--- src/rtl/hilo_mult_unit_pkg.sv ---
// Shared constants for the MULT/MULTU HI/LO unit: operand width default and FSM encodings.
package hilo_mult_unit_pkg;

    localparam int MULT_WIDTH = 32;

    localparam logic [1:0] ST_IDLE = 2'd0;
    localparam logic [1:0] ST_RUN  = 2'd1;
    localparam logic [1:0] ST_FIX  = 2'd2;

endpackage

--- src/rtl/hilo_mult_unit_core.sv ---
// Shift-add datapath: one conditional add of the shifted multiplicand per step on magnitudes.
module hilo_mult_unit_core
    import hilo_mult_unit_pkg::*;
#(
    parameter int WIDTH = MULT_WIDTH
) (
    input  logic               clk,
    input  logic               reset,
    input  logic               load,
    input  logic               step,
    input  logic [WIDTH-1:0]   mcand_in,
    input  logic [WIDTH-1:0]   mplier_in,
    output logic [2*WIDTH-1:0] acc,
    output logic               last
);

    localparam int CW = $clog2(WIDTH) + 1;

    logic [2*WIDTH-1:0] acc_q, acc_d;
    logic [2*WIDTH-1:0] mcand_q, mcand_d;
    logic [WIDTH-1:0]   mplier_q, mplier_d;
    logic [CW-1:0]      count_q, count_d;

    // NOTE: every _d gets its hold value first so no path through this block infers a latch.
    always_comb begin
        acc_d    = acc_q;
        mcand_d  = mcand_q;
        mplier_d = mplier_q;
        count_d  = count_q;
        if (load) begin
            acc_d    = '0;
            mcand_d  = {{WIDTH{1'b0}}, mcand_in};
            mplier_d = mplier_in;
            count_d  = '0;
        end else if (step) begin
            // Shifting the multiplicand each step is the same as adding mcand << count.
            if (mplier_q[0]) acc_d = acc_q + mcand_q;
            mcand_d  = mcand_q << 1;
            mplier_d = mplier_q >> 1;
            count_d  = count_q + 1'b1;
        end
    end

    // NOTE: working registers are reset too, so nothing stale survives a mid-op reset.
    always_ff @(posedge clk or posedge reset) begin
        if (reset) begin
            acc_q    <= '0;
            mcand_q  <= '0;
            mplier_q <= '0;
            count_q  <= '0;
        end else begin
            acc_q    <= acc_d;
            mcand_q  <= mcand_d;
            mplier_q <= mplier_d;
            count_q  <= count_d;
        end
    end

    assign acc  = acc_q;
    assign last = (count_q == CW'(WIDTH - 1));

endmodule

--- src/rtl/hilo_mult_unit.sv ---
// MULT/MULTU execution unit: IDLE->RUN->FIX sequencing, sign fix-up, HI/LO commit and stall.
module hilo_mult_unit
    import hilo_mult_unit_pkg::*;
#(
    parameter int WIDTH = MULT_WIDTH
) (
    input  logic             clk,
    input  logic             reset,
    input  logic             start,
    input  logic             isSigned,
    input  logic [WIDTH-1:0] opA,
    input  logic [WIDTH-1:0] opB,
    input  logic             flush,
    input  logic             hiloRead,
    output logic             busy,
    output logic             stall,
    output logic             done,
    output logic [WIDTH-1:0] hi,
    output logic [WIDTH-1:0] lo
);

    logic [1:0]         state_q, state_d;
    logic               negate_q, negate_d;
    logic [WIDTH-1:0]   hi_q, hi_d;
    logic [WIDTH-1:0]   lo_q, lo_d;

    logic               load, step, last, commit;
    logic [WIDTH-1:0]   abs_a, abs_b;
    logic [2*WIDTH-1:0] acc, product;

    // Magnitude of the most-negative value wraps to itself, which reads correctly as unsigned 2^(W-1).
    assign abs_a = (isSigned && opA[WIDTH-1]) ? -opA : opA;
    assign abs_b = (isSigned && opB[WIDTH-1]) ? -opB : opB;

    hilo_mult_unit_core #(.WIDTH(WIDTH)) u_core (
        .clk       (clk),
        .reset     (reset),
        .load      (load),
        .step      (step),
        .mcand_in  (abs_a),
        .mplier_in (abs_b),
        .acc       (acc),
        .last      (last)
    );

    assign product = negate_q ? -acc : acc;
    assign commit  = (state_q == ST_FIX) && !flush;

    always_comb begin
        state_d  = state_q;
        negate_d = negate_q;
        hi_d     = hi_q;
        lo_d     = lo_q;
        load     = 1'b0;
        step     = 1'b0;
        case (state_q)
            ST_IDLE: begin
                if (start && !flush) begin
                    load     = 1'b1;
                    negate_d = isSigned & (opA[WIDTH-1] ^ opB[WIDTH-1]);
                    state_d  = ST_RUN;
                end
            end
            ST_RUN: begin
                if (flush) begin
                    state_d = ST_IDLE;
                end else begin
                    step = 1'b1;
                    if (last) state_d = ST_FIX;
                end
            end
            ST_FIX: begin
                if (commit) begin
                    hi_d = product[2*WIDTH-1:WIDTH];
                    lo_d = product[WIDTH-1:0];
                end
                state_d = ST_IDLE;
            end
            default: state_d = ST_IDLE;
        endcase
    end

    // NOTE: sequential state uses non-blocking assignment so all flops update from pre-edge values.
    always_ff @(posedge clk or posedge reset) begin
        if (reset) begin
            state_q  <= ST_IDLE;
            negate_q <= 1'b0;
            hi_q     <= '0;
            lo_q     <= '0;
        end else begin
            state_q  <= state_d;
            negate_q <= negate_d;
            hi_q     <= hi_d;
            lo_q     <= lo_d;
        end
    end

    // The committing FIX cycle forwards the product so done and the new HI/LO appear together.
    assign hi    = hi_d;
    assign lo    = lo_d;
    assign busy  = (state_q != ST_IDLE);
    assign done  = commit;
    assign stall = hiloRead & busy;

endmodule

--- config.mk ---
export PLATFORM = sky130hd
export DESIGN_NAME = hilo_mult_unit
export DESIGN_NICKNAME = d
export VERILOG_FILES = /design/src/rtl/hilo_mult_unit_pkg.sv /design/src/rtl/hilo_mult_unit_core.sv /design/src/rtl/hilo_mult_unit.sv
export SDC_FILE = /design/constraint.sdc
export NUM_CORES = 1
export LEC_CHECK = 0
export BUFFER_PORTS_ARGS = -buffer_cell sky130_fd_sc_hd__buf_4
export CORE_MARGIN = 10
export CORE_UTILIZATION = 49
export DETAILED_ROUTE_END_ITERATION = 10
export GPL_TIMING_DRIVEN = 0
export PLACE_DENSITY = 0.74
export SLEW_MARGIN = 10
export SYNTH_ARGS = -nofsm -noshare
export SYNTH_HDL_FRONTEND = slang
export SYNTH_HIERARCHICAL = 1
export SYNTH_SLANG_ARGS = --single-unit
export TNS_END_PERCENT = 5
--- constraint.sdc ---
create_clock -name clk -period 5.35 [get_ports clk]
set_clock_uncertainty 0.2 [all_clocks]
set_input_delay 0.8025 -clock clk [delete_from_list [all_inputs] [get_ports clk]]
set_output_delay 0.8025 -clock clk [all_outputs]
set_load 0.005 [all_outputs]
# Word-level counts from Yosys, hierarchy flattened

Index checks and enable logic that the tools add are counted.

Add/sub/neg operators: 5
Reductions and logical operators: 12
Eq/ne operators: 5
Multiplexer cells: 24
Bitwise logic cells: 3

Operators with widths:

| cell                                                | number |
|---|---|
| 2-to-1 mux 64 bit                                   | 6 |
| 2-to-1 mux 32 bit                                   | 8 |
| adder 64 bit                                        | 1 |
| negator 32 bit                                      | 2 |
| negator 64 bit                                      | 1 |
| 2-to-1 mux 6 bit                                    | 2 |
| adder 6 x 1 -> 6 bit, second input constant         | 1 |
| equality test 6 x 5 -> 1 bit, second input constant | 1 |
| 2-to-1 mux 2 bit                                    | 3 |
| AND reduction 2 bit                                 | 3 |
| nonzero test 2 bit                                  | 3 |
| logical AND 1 bit                                   | 4 |
| 2-to-1 mux 1 bit                                    | 4 |
| one-hot mux 2 bit (2 select lines)                  | 1 |
| != test 3 bit, second input constant                | 1 |
| bitwise AND 1 bit                                   | 2 |
| equality test 2 x 1 -> 1 bit, second input constant | 1 |
| equality test 2 bit, second input constant          | 1 |
| logical NOT 2 bit                                   | 1 |
| != test 2 bit, second input constant                | 1 |
| logical NOT 1 bit                                   | 1 |
| XOR 1 bit                                           | 1 |

Output and inout port bits: 67
Flip-flop bits (word level): 233
Bits of input ports: 70
Logic and storage cells: 57

# Longest topological paths before layout

Gate-level depths: netlist of run 1.

Word-level depth: 6
Depth in mapped cells: 13
Depth with buffers taken out: 13

# By module

The synthesis of run 1 kept the hierarchy.

Modules (own cells, without submodules):

| module              | seq. area each (um^2) | area an instance (um^2) | times used | cells each |
|---|---|---|---|---|
| hilo_mult_unit_core | 4154.0                | 10722.8                 | 1          | 1245 |
| hilo_mult_unit      | 1676.6                | 5337.6                  | 1          | 659 |

# Worst setup path before layout of run 1

No wires, ideal clock.

Kind: register to output
Start: register u_core.acc_q[54], in the netlist u_core/acc[54]
End: output port hi[28]
Path buffers: 1
Data arrival time: 2.355 ns
Data required time: 4.348 ns
Slack: 1.993 ns
Stages on the path, launching flop included: 8
Cell sequence: dfrtp_1 > or4_4 > or4_1 > buf_2 > or3_1 > o41ai_2 > xor2_1 > o21ai_1

Word-level cells in the longest chain between the ends: 4

Ends and longest elaborated chain:

| what                   | RTL line                  | source |
|---|---|---|
| from (decl)            | hilo_mult_unit_core.sv:19 | `logic [2*WIDTH-1:0] acc_q, acc_d;` |
| from (signal assigned) | hilo_mult_unit_core.sv:47 | `acc_q <= '0;` |
| from (signal assigned) | hilo_mult_unit_core.sv:52 | `acc_q <= acc_d;` |
| negator 64 bit         | hilo_mult_unit.sv:46      | `assign product = negate_q ? -acc : acc;` |
| 2-to-1 mux 64 bit      | hilo_mult_unit.sv:46      |  |
| 2-to-1 mux 32 bit      | hilo_mult_unit.sv:73      | `if (commit) begin` |
| 2-to-1 mux 32 bit      | hilo_mult_unit.sv:56      | `case (state_q)` |
| to (decl)              | hilo_mult_unit.sv:18      | `output logic [WIDTH-1:0] hi,` |

Every way passes these cells.

# Final worst setup path of run 1

Start: register u_core.acc_q[0], in the netlist u_core/acc[0]
End: output port hi[2]

The elaborated chain is that of the path after synthesis.

==> out/results.txt, run 1 <==
TritonCTS clock tree - built
Buffers & Inverters on Critical Path - 2
die area - 40400 µm²
Slew @ Worst Pin - 1.03 ns
most frequent cells in the layout - nand2_1, dfrtp_1, o21ai_0, a21oi_1, buf_4
worst hold margin - 0.294 ns
Post-Place Worst Slack - 1.26 ns
WP data required - 4.35 ns
Cell Rows - 66
power per cell area - 348 nW/µm²
Die H - 201 µm
Antenna Cells - 0
Post-Synth Adder-Cell Area - 5.34%
number of enable flip-flop cells after synthesis - 0
Fmax - 220 MHz
Netlist cell types - 82
Async SR Flop Fraction - 100%
Clock Latency Late Sink - 0.56 ns
Crit. End Element - output port
Num CTS Buffers - 28
post-placement cell count - 2487
mux cell area share after synthesis - 6.18%
Detailed Route WL - 50000 µm
clock-pin slew on the worst setup and hold paths - 0.06 ns
Compound-Gate Fraction of Synth Area - 20.0%
Yosys reg bits - 233
Total Routing Usage GR - 23.8%
Startpoint Class - register
Hold Crit Depth - 2
Tcrit/Tclk final - 85.1%
DRC Markers - 0
vias in the first global route - 14700
fin util - 57.9%
Area Overhead vs Synth - 17.0%
synthesized instance count - 1904
Post-Synth XOR/XNOR Area - 8.78%
Worst Path Arrival - 3.55 ns
crit path cell chain - inv_1 > ha_1 > or3b_2 > nor4b_2 > nand3_1 > o31ai_1 > xor2_1 > o21ai_0 > buf_4
sequential share of the synthesized area - 36.3%
Slew Viols, Final - 0
largest family of logic cells by synthesized area - compound AO/OA/AOI/OAI gates
Post-Layout Cell Count - 2539
initial antenna violation count - 2
Net Count, Synth - 2042
cell area after technology mapping - 16100 µm²
placed cell area - 17700 µm²
GRT overflow - 0
I/O pin cnt - 137
die width - 201 µm
most common cell after layout, fill and taps aside - nand2_1
WL/cell - 19.7 µm
H-tree depth - 1
post-DP HPWL - 39400 µm
slowest stage cell, crit path - or3b_2
worst-case clock buffer depth - 3
share of cells above drive strength 1 - 11.2%
Starting Density - 49.5%
first-pass GRT wire length - 79400 µm
Avg Vias per Cell - 5.90
Leakage Power - 8.46 nW
yosys warns - 6
crit path max fanout - 5
Simple-Gate Fraction of Synth Area - 19.7%
Peak supply drop - 0.000218 V
Critical Path Max Stage Delay - 0.51 ns
Final ANT Viol Nets - 0
core area - 32500 µm²
port bufs - 136
crit path kind - reg2out
CTS sink count - 233
via count - 15000
fin crit period - 4.55 ns
CP Depth - 9
reg2reg path depth - 13
Final Hold Vio Count - 0
design area - 18800 µm²
total power - 6.53 mW
maxcap violations - 0
initial DRC count - 1097
DRT Pass-1 Iters - 5
final net count - 2214
setup violators final - 0
Setup TNS - 0 ns
largest net degree at the start of global routing - 65
average size of a mapped cell - 8.44 µm²
slew margin rel. - 30.9%
ys flop type - dfrtp_1
CP top delay family - simple AND/OR/NAND/NOR gates
Final WS setup - 0.798 ns
clk root buf - clkbuf_16
unrepaired setup endpoints after global routing - no
HP Class - reg2reg
outcome - finished, final reports clean
gpl congestion - 0.957
[sequential cells by signal, indices dropped and copies added, names as in the netlist]
register and cells:
u_core/count_q 6, u_core/mcand_q 64, u_core/mplier_q 32, state_q 2
hi_q 32, u_core/acc 64, lo_q 32, negate_q 1
[Yosys cell counts (all sizes together), types with 10 or more instances]
master,instances,area (µm²)
mux2i,98,981
and2,11,68.8
buf,23,105
o21ai,214,1080
or3,27,169
clkbuf,70,293
a21o,29,218
nand2,300,1130
or4,21,161
o21bai,10,75.1
nand3,36,203
and3,18,114
nor3,40,205
inv,46,173
ha,67,838
a31oi,10,62.6
dfrtp,233,5830
o31ai,34,260
nand4,21,138
nor4,23,165
xnor2,56,490
nor2,125,469
o41ai,19,189
a21oi,149,749
xor2,105,920
[metal layers]
layer  GRT usage [%]  wire length [µm]
met1            31.5             22700
met2            38.3             22500
met3            4.26              3050
met4            8.57              1720
met5               0                 0
[power breakdown]
part           internal [mW]  switching, mW
clock network           1.34          0.787
logic                  0.807           1.33
registers               1.98          0.289
[path summary, 6_finish.rpt]
| check | from | end | slack (ns) |
|---|---|---|---|
| worst max-delay path | u_core/acc[0]$_DFFE_PP0P_ | hi[2] | 0.80 |
| worst min-delay path | hi_q[15]$_DFF_PP0_ | hi_q[15]$_DFF_PP0_ | 0.29 |
| worst max register to register | u_core/mcand_q[0]$_DFFE_PP0P_ | u_core/acc[60]$_DFFE_PP0P_ | 1.28 |
| min in group asynchronous | reset | state_q[0]$_DFFE_PP0P_ | 0.52 |
| worst min register to register | hi_q[15]$_DFF_PP0_ | hi_q[15]$_DFF_PP0_ | 0.29 |
| max in group asynchronous | reset | u_core/mcand_q[42]$_DFFE_PP0P_ | 3.40 |
[timing repair]
| item | CTS | global route |
|---|---|---|
| endpoints found under the hold margin | 3 | 0 |
| gates resized for setup | 0 | 0 |
| buffers inserted | 0 | 0 |
| hold buffers | 1 | 0 |
[layout make-up]
cell class              instances  area (µm²)
well taps                     442         553
flip-flops and latches        233        5830
clock inverters                15         230
multi-input cells            1531        9650
plain buffers                  94         408
inverters                      46         179
repair buffers                142        1140
clock buffers                  36         802
fillers                      2944       13700
[worst min-delay path, stage by stage (launching register included)]
cell and delay [ns]:
dfrtp_1 0.32, nand2_1 0.04, o21ai_1 0.08
[cells by family (layout without fill, tap and decap cells)]
logic type / Yosys count / in the layout
compound gates: 533 / 533
xor+xnor: 161 / 161
fa+ha+maj: 68 / 68
buf+inv: 140 / 333
flops: 233 / 233
mux: 99 / 99
simple gates: 670 / 670
(Power assumes the default switching activity.)
==> run 2, diff against run 1 <==
Settings changed: CORE_ASPECT_RATIO set to 0.5.
==> run 2 against run 1 <==
Critical endpoint is now hi[26]. Flip-flop and latch count did not move. Sequential share of layout area rose by 0.34 points. Sequential power barely moved. Cell area fell by 1.1%.
==> out/results.txt, run 2 (synthesis gave the netlist of run 1 again) <==
outcome - finished, final reports clean
HP Start - hi_q[8]$_DFF_PP0_
Cell Rows - 46 (-30%)
TritonCTS clock tree - built
Clk pwr share - 28.5% (-4.0 points)
Slew Viols, Final - 0 (unchanged)
HP Class - reg2reg
unrepaired setup endpoints after global routing - no
Post-Place Worst Slack - 1.09 ns (-0.164 ns)
largest net degree at the start of global routing - 63 (-3.1%)
WP data required - 4.35 ns (about the same)
I/O pin cnt - 137 (unchanged)
Fmax - 216 MHz (-1.8%)
H-tree depth - 1 (unchanged)
crit path max fanout - 5 (unchanged)
post-DP HPWL - 39500 µm (+0.21%)
Worst Path Arrival - 3.63 ns (+0.08 ns)
Switching Share - 38.7% (+1.9 points)
fin crit period - 4.64 ns (+0.0830 ns)
Clock Latency Late Sink - 0.56 ns (about the same)
power per cell area - 334 nW/µm² (-3.8%)
Peak supply drop - 0.000221 V (+1.6%)
Final ANT Viol Nets - 0 (unchanged)
initial DRC count - 1519 (+38%)
Die H - 148 µm (-26%)
clk root buf - clkbuf_16
R2R setup slack - 1.10 ns (-0.18 ns)
NetSw - 2.40 mW (about the same)
worst-case clock buffer depth - 3 (unchanged)
reg2reg start - state_q[1]$_DFFE_PP0P_
slew margin rel. - 33.7% (+2.8 points)
gpl congestion - 0.957 (about the same)
core area - 32000 µm² (-1.4%)
most frequent cells in the layout - nand2_1, dfrtp_1, o21ai_0, a21oi_1, buf_4
Final Hold Vio Count - 0 (unchanged)
Num CTS Buffers - 24 (-14%)
share of total power in combinational logic - 35.3% (+2.6 points)
vias in the first global route - 14200 (-4.0%)
Post-CTS Setup Inserts - 0 (unchanged)
Avg Vias per Cell - 5.99 (+1.5%)
die area - 40900 µm² (+1.1%)
Detailed Route WL - 50600 µm (+1.1%)
GRT overflow - 0 (unchanged)
Crit. End Element - output port
first-pass GRT wire length - 79600 µm (+0.28%)
CTS sink count - 233 (unchanged)
reg2reg path depth - 7 (-6)
setup violators final - 0 (unchanged)
worst hold path endpoint - hi_q[8]$_DFF_PP0_
initial antenna violation count - 4 (+2)
via count - 15100 (+0.98%)
Final WS setup - 0.715 ns (-0.0830 ns)
Multi-input gate area - 9650 µm² (unchanged)
WL/cell - 20.0 µm (+1.6%)
# fillers - 3013 (+2.3%)
Leakage Power - 8.36 nW (-1.2%)
Slew @ Worst Pin - 0.985 ns (-0.0423 ns)
Hold Crit Depth - 2 (unchanged)
DRT Pass-1 Iters - 5 (unchanged)
maxcap violations - 0 (unchanged)
most common cell after layout, fill and taps aside - nand2_1
DRC Markers - 0 (unchanged)
Area Overhead vs Synth - 15.7%
die width - 276 µm (+37%)
sequential share of power - 36.2% (+1.4 points)
Setup TNS - 0 ns (unchanged)
final net count - 2211 (-0.14%)
register area - 5830 µm² (unchanged)
crit path kind - reg2out
share of cells above drive strength 1 - 10.6% (-0.58 points)
Starting Density - 50.2% (+0.70 points)
clock-pin slew on the worst setup and hold paths - 0.06 ns (about the same)
Total Routing Usage GR - 23.8% (-0.086 points)
internal power - 3.81 mW (-7.6%)
Tcrit/Tclk final - 86.6% (+1.6 points)
port bufs - 136 (unchanged)
Startpoint Class - register
Worst R2R End - u_core/count_q[2]$_DFFE_PP0P_
run 2: critical path, cell delays in order, from the launching register on:
cell	delay, ns
dfrtp_1	0.43
inv_1	0.12
ha_1	0.18
or3b_2	0.50
nor4b_2	0.54
nand4b_1	0.35
o41ai_1	0.47
xor2_1	0.13
o21ai_1	0.21
buf_4	0.16
run 2: what timing repair did:
action,4_1_cts,5_1_grt
endpoints found under the hold margin,5,0
hold buffers,1,0
resized for setup,0,0
run 2: routing by layer:
| layer | part of all wire [%] | up-vias | GRT usage (%) |
|---|---|---|---|
| li1 | - | 7169 | - |
| met1 | 45 | 7323 | 32.3 |
| met2 | 45 | 556 | 37.7 |
| met3 | 7.2 | 80 | 4.75 |
| met4 | 2.6 | 0 | 6.85 |
| met5 | 0 | - | 0 |
run 2: layout make-up:
type / instances / share of cell area, %
multi-input cells: 1531 / 51.9
flip-flops and latches: 233 / 31.4
repair buffers: 143 / 6.27
clock buffers: 38 / 3.90
well taps: 432 / 2.91
plain buffers: 94 / 2.19
inverters: 46 / 0.963
clock inverters: 5 / 0.438
diodes: 4 / 0.0538
run 2: how the worst max path moves through the flow:
| stage | to | slack, ns | depth (start not counted) | from |
|---|---|---|---|---|
| global route | hi[10] | 0.57 | 9 | u_core/acc[0]$_DFFE_PP0P_ |
| detailed placement | u_core/count_q[0]$_DFFE_PP0P_ | 1.09 | 7 | flush |
| floorplan | hi[28] | 1.99 | 7 | u_core/acc[54]$_DFFE_PP0P_ |
| global placement | u_core/mplier_q[16]$_DFFE_PP0P_ | 1.14 | 2 | reset |
| CTS | hi[26] | 0.81 | 9 | u_core/acc[0]$_DFFE_PP0P_ |
| finish | hi[26] | 0.71 | 9 | u_core/acc[0]$_DFFE_PP0P_ |
run 2: power groups by stage:
| stage | registers [mW] | logic [mW] | clock network, mW |
|---|---|---|---|
| 5_1_grt | 2.28 | 2.40 | 1.87 |
| 4_1_cts | 2.24 | 2.13 | 1.80 |
| 3_3_place_gp | 2.27 | 2.07 | 0 |
| 6_report | 2.25 | 2.19 | 1.78 |
| 2_1_floorplan | 2.17 | 1.57 | 0 |
| 3_5_place_dp | 2.27 | 2.12 | 0 |
run 2: stage by stage:
| stage | hold slack [ns] | total power [mW] | util (%) | cells | area [µm²] |
|---|---|---|---|---|---|
| after floorplan | 0.286 | 3.74 | - | 1904 | 16100 |
| after global placement | 0.278 | 4.34 | 55.1 | 2472 | 17600 |
| after detailed placement | 0.287 | 4.39 | 55.5 | 2478 | 17800 |
| after CTS | 0.292 | 6.17 | 58.1 | 2522 | 18600 |
| after global routing | 0.298 | 6.55 | 58.1 | 2524 | 18600 |
| final | 0.294 | 6.22 | 58.1 | 2526 | 18600 |
==> run 3, diff against run 2 <==
Settings changed: RECOVER_POWER set to 100.
==> run 3 against run 2 <==
The run now ends with max-capacitance violations, max-slew violations left. Non-clock buffer count stayed put. Flip-flop and latch count stayed put. Routed wire length hardly changed. Count of clock-buffer cells in the layout stayed put. Core utilization is 0.52 points lower. Via count is 0.11% lower. Critical endpoint is now hi[7]. Critical path depth is 1 lower.
==> out/results.txt, run 3 (synthesis gave the netlist of run 1 again) <==
initial antenna violation count - 4 (unchanged)
Startpoint Class - register
Total Routing Usage GR - 23.8% (unchanged)
Setup TNS - 0 ns (unchanged)
Worst Path Arrival - 3.71 ns (+0.08 ns)
Avg Vias per Cell - 5.98 (-0.11%)
crit path cell chain - or4_1 > clkbuf_1 > nor4_4 > nand4_1 > o41ai_1 > xor2_1 > o21ai_0 > buf_4
GRT overflow - 0 (unchanged)
maxcap violations - 2 (+2)
setup violators final - 0 (unchanged)
H-tree depth - 1 (unchanged)
post-DP HPWL - 39500 µm (unchanged)
worst hold margin - 0.293 ns (-0.000507 ns)
Slew @ Worst Pin - 2.12 ns (+1.14 ns)
WL/cell - 20.0 µm (about the same)
HP Start - hi_q[4]$_DFF_PP0_
slowest stage cell, crit path - or4_1
clk root buf - clkbuf_16
HP Class - reg2reg
Detailed Route WL - 50500 µm (about the same)
share of cells above drive strength 1 - 9.52% (-1.1 points)
initial DRC count - 1727 (+14%)
Num CTS Buffers - 24 (unchanged)
reg2reg path depth - 12 (+5)
final net count - 2211 (unchanged)
die area - 40900 µm² (unchanged)
worst-case clock buffer depth - 3 (unchanged)
Buffers & Inverters on Critical Path - 2 (unchanged)
Peak supply drop - 0.000220 V (-0.52%)
Slew Viols, Final - 72 (+72)
I/O pin cnt - 137 (unchanged)
power per cell area - 335 nW/µm² (+0.19%)
most frequent cells in the layout - nand2_1, dfrtp_1, o21ai_0, a21oi_1, nor2_1
core area - 32000 µm² (unchanged)
port bufs - 136 (unchanged)
R2R setup slack - 0.79 ns (-0.31 ns)
slew margin rel. - -41.5% (-75 points)
most common cell after layout, fill and taps aside - nand2_1
largest net degree at the start of global routing - 63 (unchanged)
failing checks - max-capacitance violations, max-slew violations
Die H - 148 µm (unchanged)
Final Hold Vio Count - 0 (unchanged)
TritonCTS clock tree - built
Post-CTS Setup Inserts - 0 (unchanged)
# fillers - 3035 (+0.73%)
fin crit period - 4.71 ns (+0.0755 ns)
Fmax - 212 MHz (-1.6%)
CP top delay family - simple AND/OR/NAND/NOR gates
Clock Latency Late Sink - 0.56 ns (about the same)
Leakage Power - 8.28 nW (-0.91%)
Tcrit/Tclk final - 88.1% (+1.4 points)
outcome - finished, violations left
first-pass GRT wire length - 79600 µm (unchanged)
Area Overhead vs Synth - 14.7%
Hold Crit Depth - 2 (unchanged)
DRC Markers - 0 (unchanged)
cts repair resizes - 0 (unchanged)
Cell Rows - 46 (unchanged)
CTS sink count - 233 (unchanged)
DRT Pass-1 Iters - 5 (unchanged)
crit path max fanout - 9 (+4)
vias in the first global route - 14200 (unchanged)
gpl congestion - 0.957 (unchanged)
reg2reg start - u_core/acc[36]$_DFFE_PP0P_
Worst R2R End - u_core/acc[61]$_DFFE_PP0P_
die width - 276 µm (unchanged)
Critical Path Max Stage Delay - 0.54 ns (about the same)
WP data required - 4.35 ns (about the same)
Crit. End Element - output port
crit path kind - reg2out
Starting Density - 50.2% (unchanged)
unrepaired setup endpoints after global routing - no
clock-pin slew on the worst setup and hold paths - 0.06 ns (about the same)
worst hold path endpoint - hi_q[4]$_DFF_PP0_
via count - 15100 (-0.11%)
Final ANT Viol Nets - 0 (unchanged)
-- run 3: changes by cell type in the layout (fill, tap and decap cells not counted), sizes merged --
cell      delta
buf         -22
clkbuf      +22
clkinvlp     +1
inv          -1
-- run 3: tightest hold or removal path: stages, from the launching register on --
cell,delay (ns)
dfrtp_1,0.32
nand2_1,0.04
o21ai_0,0.08
-- run 3: metal layers --
layer  global-route usage (%)  vias up  share of wire [%]
met5                        0        -                  0
met4                     6.85        0                2.9
met3                     4.75       95                7.7
met2                     37.7      541                 45
met1                     32.3     7309                 44
li1                         -     7167                  -
-- run 3: layout make-up --
cell class | instances | area, µm² | area share (%)
timing repair buffer | 143 | 1080 | 5.86
inverter | 46 | 175 | 0.951
antenna | 4 | 10.0 | 0.0543
clock buffer | 38 | 724 | 3.93
tap | 432 | 541 | 2.93
clock inverter | 5 | 81.3 | 0.441
buffer | 94 | 397 | 2.15
multi-input combinational | 1531 | 9580 | 52.0
sequential | 233 | 5830 | 31.7
-- run 3: worst max path at each step --
stage | from | endpoint | slack (ns) | cells past startpoint
after global placement | reset | u_core/mplier_q[16]$_DFFE_PP0P_ | 1.14 | 2
after global routing | reset | u_core/mcand_q[30]$_DFFE_PP0P_ | 0.37 | 6
final | u_core/acc[1]$_DFFE_PP0P_ | hi[7] | 0.64 | 8
after CTS | u_core/acc[0]$_DFFE_PP0P_ | hi[26] | 0.81 | 9
after floorplan | u_core/acc[54]$_DFFE_PP0P_ | hi[28] | 1.99 | 7
after detailed placement | flush | u_core/count_q[0]$_DFFE_PP0P_ | 1.09 | 7
-- run 3: what timing repair did --
item	in CTS	in global routing
hold buffers	1	0
hold endpoints to repair	5	0
endpoints found under the setup margin	0	0
-- run 3: metrics by stage --
step                      total power [mW]  cells  util, %  setup WS, ns  instance area [µm²]
after floorplan                       3.74   1904        -          1.99                16100
after global placement                4.34   2472     55.1          1.14                17600
after detailed placement              4.39   2478     55.5          1.09                17800
after global routing                  6.50   2524     57.6         0.370                18400
after CTS                             6.17   2522     58.1         0.811                18600
final                                 6.17   2526     57.6         0.639                18400
-- run 3: report_power, final --
part	switching (mW)	internal [mW]	total, mW
logic	1.36	0.795	2.16
clock network	0.746	1.02	1.77
registers	0.267	1.98	2.25
total	2.38	3.80	6.17
